`src/rtl/axis_result_packer.sv`:
```
// Packs 128-bit PPU result rows into a 64-bit AXI-Stream, two beats per row, low half first.
// Latency: a row accepted into an empty row FIFO appears as the low-half beat on the next cycle.
// Backpressure: axis_out_tready stalls beats with tdata/tlast held; o_row_ready drops when the FIFO is full or the tile's rows are all in.
module axis_result_packer #(
    parameter int FIFO_DEPTH = 4,
    parameter int M_W        = 16
) (
    input  logic           clk,
    input  logic           rst_n,
    input  logic [M_W-1:0] i_m_dim,
    input  logic           i_start,
    input  logic [127:0]   i_row_data,
    input  logic           i_row_valid,
    output logic           o_row_ready,
    output logic [63:0]    axis_out_tdata,
    output logic           axis_out_tvalid,
    input  logic           axis_out_tready,
    output logic           axis_out_tlast,
    output logic           o_busy,
    output logic           o_done
);

    typedef enum logic [1:0] {
        IDLE   = 2'd0,
        STREAM = 2'd1,
        DONE   = 2'd2
    } state_t;

    localparam logic [M_W-1:0] ROW_ONE  = 1;
    localparam logic [M_W:0]   BEAT_ONE = 1;

    state_t         state_q;
    state_t         state_d;
    logic [M_W-1:0] m_dim_q;
    logic [M_W-1:0] rows_in_q;
    logic [M_W:0]   beat_cnt_q;
    logic [M_W:0]   last_beat;
    logic           half_q;
    logic           zero_done_q;

    logic           start_acc;
    logic           start_zero;
    logic           row_push;
    logic           beat_hs;
    logic           fifo_pop;
    logic           fifo_full;
    logic           fifo_empty;
    logic [127:0]   head_dat;

    // A start is only honoured from IDLE; a zero-row tile just produces a done pulse.
    assign start_acc  = (state_q == IDLE) && i_start && (i_m_dim != '0);
    assign start_zero = (state_q == IDLE) && i_start && (i_m_dim == '0);

    // Final beat index, one bit wider than m_dim so 2*m_dim-1 cannot wrap.
    assign last_beat = {m_dim_q, 1'b0} - BEAT_ONE;

    // No push while full even if the head pops in the same cycle.
    assign o_row_ready     = (state_q == STREAM) && !fifo_full && (rows_in_q < m_dim_q);
    assign row_push        = i_row_valid && o_row_ready;
    assign axis_out_tvalid = (state_q == STREAM) && !fifo_empty;
    assign beat_hs         = axis_out_tvalid && axis_out_tready;
    assign fifo_pop        = beat_hs && half_q;
    assign axis_out_tlast  = axis_out_tvalid && (beat_cnt_q == last_beat);
    assign axis_out_tdata  = axis_out_tvalid ? (half_q ? head_dat[127:64] : head_dat[63:0]) : 64'd0;
    assign o_busy          = (state_q == STREAM);
    assign o_done          = (state_q == DONE) || zero_done_q;

    // State register.
    always_ff @(posedge clk or negedge rst_n) begin
        if (!rst_n) begin
            state_q <= IDLE;
        end else begin
            state_q <= state_d;
        end
    end

    // Next-state logic: the tile ends once its tlast beat has been taken.
    always_comb begin
        state_d = state_q;
        case (state_q)
            IDLE:    if (start_acc) state_d = STREAM;
            STREAM:  if (beat_hs && axis_out_tlast) state_d = DONE;
            DONE:    state_d = IDLE;
            default: state_d = IDLE;
        endcase
    end

    // Tile bookkeeping: dimension latch, row/beat counters and the half-select bit.
    always_ff @(posedge clk or negedge rst_n) begin
        if (!rst_n) begin
            m_dim_q     <= '0;
            rows_in_q   <= '0;
            beat_cnt_q  <= '0;
            half_q      <= 1'b0;
            zero_done_q <= 1'b0;
        end else begin
            zero_done_q <= start_zero;
            if (start_acc) begin
                m_dim_q    <= i_m_dim;
                rows_in_q  <= '0;
                beat_cnt_q <= '0;
                half_q     <= 1'b0;
            end else begin
                if (row_push) begin
                    rows_in_q <= rows_in_q + ROW_ONE;
                end
                if (beat_hs) begin
                    half_q     <= ~half_q;
                    beat_cnt_q <= beat_cnt_q + BEAT_ONE;
                end
            end
        end
    end

    axis_result_packer_fifo #(
        .DW    (128),
        .DEPTH (FIFO_DEPTH)
    ) u_row_fifo (
        .clk      (clk),
        .rst_n    (rst_n),
        .clr      (start_acc),
        .push_vld (row_push),
        .push_dat (i_row_data),
        .pop      (fifo_pop),
        .full     (fifo_full),
        .empty    (fifo_empty),
        .head_dat (head_dat)
    );

endmodule

// Generic synchronous FIFO with a combinational head read and a synchronous clear.
// Latency: a pushed word is visible at head_dat the cycle after the push.
// Backpressure: caller must not push when full nor pop when empty.
module axis_result_packer_fifo #(
    parameter int DW    = 128,
    parameter int DEPTH = 4
) (
    input  logic          clk,
    input  logic          rst_n,
    input  logic          clr,
    input  logic          push_vld,
    input  logic [DW-1:0] push_dat,
    input  logic          pop,
    output logic          full,
    output logic          empty,
    output logic [DW-1:0] head_dat
);

    localparam int AW = $clog2(DEPTH);
    localparam logic [AW:0] PTR_ONE = 1;

    // Pointers carry one extra wrap bit to tell full from empty.
    logic [AW:0]   wr_ptr_q;
    logic [AW:0]   rd_ptr_q;
    logic [DW-1:0] mem [DEPTH];

    assign empty    = (wr_ptr_q == rd_ptr_q);
    assign full     = (wr_ptr_q[AW] != rd_ptr_q[AW]) && (wr_ptr_q[AW-1:0] == rd_ptr_q[AW-1:0]);
    assign head_dat = mem[rd_ptr_q[AW-1:0]];

    // Pointer update; clear discards any stale contents at tile start.
    always_ff @(posedge clk or negedge rst_n) begin
        if (!rst_n) begin
            wr_ptr_q <= '0;
            rd_ptr_q <= '0;
        end else if (clr) begin
            wr_ptr_q <= '0;
            rd_ptr_q <= '0;
        end else begin
            if (push_vld) wr_ptr_q <= wr_ptr_q + PTR_ONE;
            if (pop)      rd_ptr_q <= rd_ptr_q + PTR_ONE;
        end
    end

    // Row storage is left unreset; only the pointers define what is valid.
    always_ff @(posedge clk) begin
        if (push_vld) mem[wr_ptr_q[AW-1:0]] <= push_dat;
    end

endmodule

```
`config.mk`:
```
export PLATFORM = sky130hd
export DESIGN_NAME = axis_result_packer
export DESIGN_NICKNAME = d
export VERILOG_FILES = /design/src/rtl/axis_result_packer.sv
export SDC_FILE = /design/constraint.sdc
export NUM_CORES = 1
export LEC_CHECK = 0
export CORE_UTILIZATION = 57
export DETAILED_ROUTE_END_ITERATION = 6
export GPL_TIMING_DRIVEN = 0
export HOLD_SLACK_MARGIN = 0.08
export MAX_ROUTING_LAYER = met4
export PLACE_DENSITY = 0.88
export SYNTH_ARGS = -nofsm -noshare
export SYNTH_HDL_FRONTEND = slang
export SYNTH_SLANG_ARGS = --single-unit
```
`constraint.sdc`:
```
create_clock -name clk -period 6.88 [get_ports clk]
set_input_delay 1.72 -clock clk [delete_from_list [all_inputs] [get_ports clk]]
set_output_delay 1.72 -clock clk [all_outputs]
set_load 0.1 [all_outputs]
```
==> run metrics <==
Synth-to-Final Area Change=21.0%; synthesized netlist net count=1402; final setup fails=0; Post-synth EDFFs=512; CTS tree=done; clock skew=0.0265 ns; main combinational cell family by area after synthesis=multiplexers; Slew headroom=26.8%; Setup crit start kind=flop; Max Slew Vio Count=0; Yosys cell types=48; DRC=0; Placed Area=26200 um^2; max incr delay on CP=1.00 ns; H-tree Lvls=2; die area=41300 um^2; Worst Hold Class=reg2reg; maximum clock rate=163 MHz; TritonCTS Buffers=55; synthesized area=23100 um^2; first-pass GRT wire length=76.7 mm; CP Data Arrival Time=4.42 ns; 1st-pass router iterations=5; Synthesis Warnings=0; Synth area leaders=edfxtp_1, mux4_2, dfrtp_1; Setup crit end kind=primary output; fraction of registers with async set/reset=10.3%; Compound-Gate Fraction of Synth Area=2.29%; Post-synth top flop=edfxtp_1; WHS Endpoint=u_row_fifo.rd_ptr_q[2]; total negative slack=0 ns; PortBufs=217; XOR/XNOR Fraction of Synth Area=1.71%; RD Place Congestion=0.908; CP required=5.16 ns; synthesized-area fraction occupied by adder cells=1.25%; Nets=1685; antenna-violating nets left=0; cell row count=73; core area=39800 um^2; FF+latch count, synth=571; fin crit period=6.14 ns; worst flop-to-flop path startpoint=m_dim_q[14]; most frequent cells in the layout=edfxtp_1, clkdlybuf4s50_1, mux4_2, nor2_1, mux2i_1; Root Driver=clkbuf_16; overall routed net length=50.0 mm; Cells after Synth=1230; crit path cell chain=buf_2, clkbuf_1, buf_1, mux4_2, mux2i_1, nor2_1, clkdlybuf4s50_1; r2r endpoint=u_row_fifo.mem[3][84]; min-delay src=u_row_fifo.rd_ptr_q[2]; Worst-Margin Slew=1.09 ns; num ports=218; worst hold stages=2; simple-gate share of the synthesized area=4.92%; Die Y=203 um; maxcap violations=0; CP Launch Point=u_row_fifo.rd_ptr_q[0]; design area=27900 um^2; Setup Crit Path Kind=reg2out; R2R setup slack=3.45 ns; R2R depth=7; post-synth top area share=66.6%; GRT overflow=0; Tcrit/Tclk final=89.2%; final hold viol count=0; most common cell after layout, fill and taps aside=edfxtp_1; vias in the first global route=13307; CTS Sinks=571; RSZ-0062 raised after global routing=no; Worst Setup Slack, final=0.744 ns; Die Wd=203 um; Overall Global Routing Usage=25.7%; sequential element share of the synthesized area=73.0%; CP max stage cell=clkdlybuf4s50_1; CP max FO=10; Avg Cell Area, Syn=18.8 um^2; largest net degree at the start of global routing=58; worst-skew pair later-pin latency=0.61 ns; DRT iter0 DRCs=1123; worst slack, placed=1.33 ns; initial antenna violation count=4; drt wl/cell=24.0 um; Vias per Instance=6.02; DP Wirelength=31.0 mm; mux cell area share after synthesis=15.4%; layout cells sized above 1=16.5%; Yosys top cell by area=edfxtp_1; clock-pin slew on the worst setup and hold paths=0.06 ns; hold buffer count at cts=0; Setup Fix Bufs, Post-CTS=0; Initial Utilization=57.9%; status=finished, final reports clean; via count=12561; Resized Gates After CTS=0; Max Buffers Root-to-Sink=3
==> flip-flops by register name (all words and copies together), names as in the netlist <==
register,count
u_row_fifo.wr_ptr_q,3
state_q,2
m_dim_q,16
u_row_fifo.rd_ptr_q,3
rows_in_q,16
zero_done_q,1
u_row_fifo.mem,512
half_q,1
beat_cnt_q,17
==> stage by stage <==
stage	util, %	instances	hold slack [ns]
2_1_floorplan	-	1230	0.508
3_3_place_gp	65.1	1972	0.544
3_5_place_dp	65.7	1981	0.545
4_1_cts	70.1	2084	0.562
5_1_grt	70.1	2088	0.616
6_report	70.1	2088	0.563
==> final cells by class <==
cell class	count	area [um^2]
inverters	28	105
fillers	2466	11900
multi-input cells	576	5920
repair buffers	226	2400
clock buffers	60	1400
flip-flops and latches	571	16900
clock inverters	43	357
plain buffers	55	221
well taps	525	657
diodes	4	10.0
==> critical path, delay by kind of cell, from the launching register on <==
family | cells | cell delay [ns]
DFF | 1 | 0.35
muxes | 2 | 0.82
and+or+nand+nor | 1 | 0.08
buffers and inverters | 4 | 2.58
==> metal layers <==
layer,global-route usage (%),vias to the layer above,wire [um]
li1,-,5508,-
met1,32.7,6443,19500
met2,42.2,508,25800
met3,4.95,102,3540
met4,7.73,0,1220
met5,-,-,0
==> cell families (layout without fill, tap and decap cells) <==
logic type,count (synthesis),count (layout)
flops,571,571
mux,195,195
fa+ha+maj,23,23
compound gates,79,79
xor+xnor,45,45
other cells,0,4
simple gates,234,234
buf+inv,83,412
==> worst max path at each step <==
stage	endpoint	cells past startpoint
finish	axis_out_tdata[49]	7
global route	axis_out_tdata[49]	7
detailed placement	axis_out_tdata[49]	7
CTS	axis_out_tdata[49]	7
floorplan	axis_out_tlast	4
global placement	u_row_fifo.mem[0][92]	3
==> synthesized netlist by cell type (all sizes together), types with 2 or more instances <==
cell and count:
a2111o 2, a211oi 4, a21o 2, a21oi 14
a31o 2, and2 4, and3 7, buf 23
clkbuf 32, dfrtp 59, edfxtp 512, ha 23
inv 27, mux2i 66, mux4 128, nand2 38
nand2b 3, nand3 25, nand4 15, nor2 96
nor2b 2, nor3 7, nor3b 2, nor4 16
o2111ai 4, o211ai 6, o21a 3, o21ai 34
o31ai 3, or2 2, or3 11, or4 4
xnor2 34, xor2 11
Power is not shown: default switching activity piles up to over one toggle a cycle in this logic, so the estimate is an artifact.
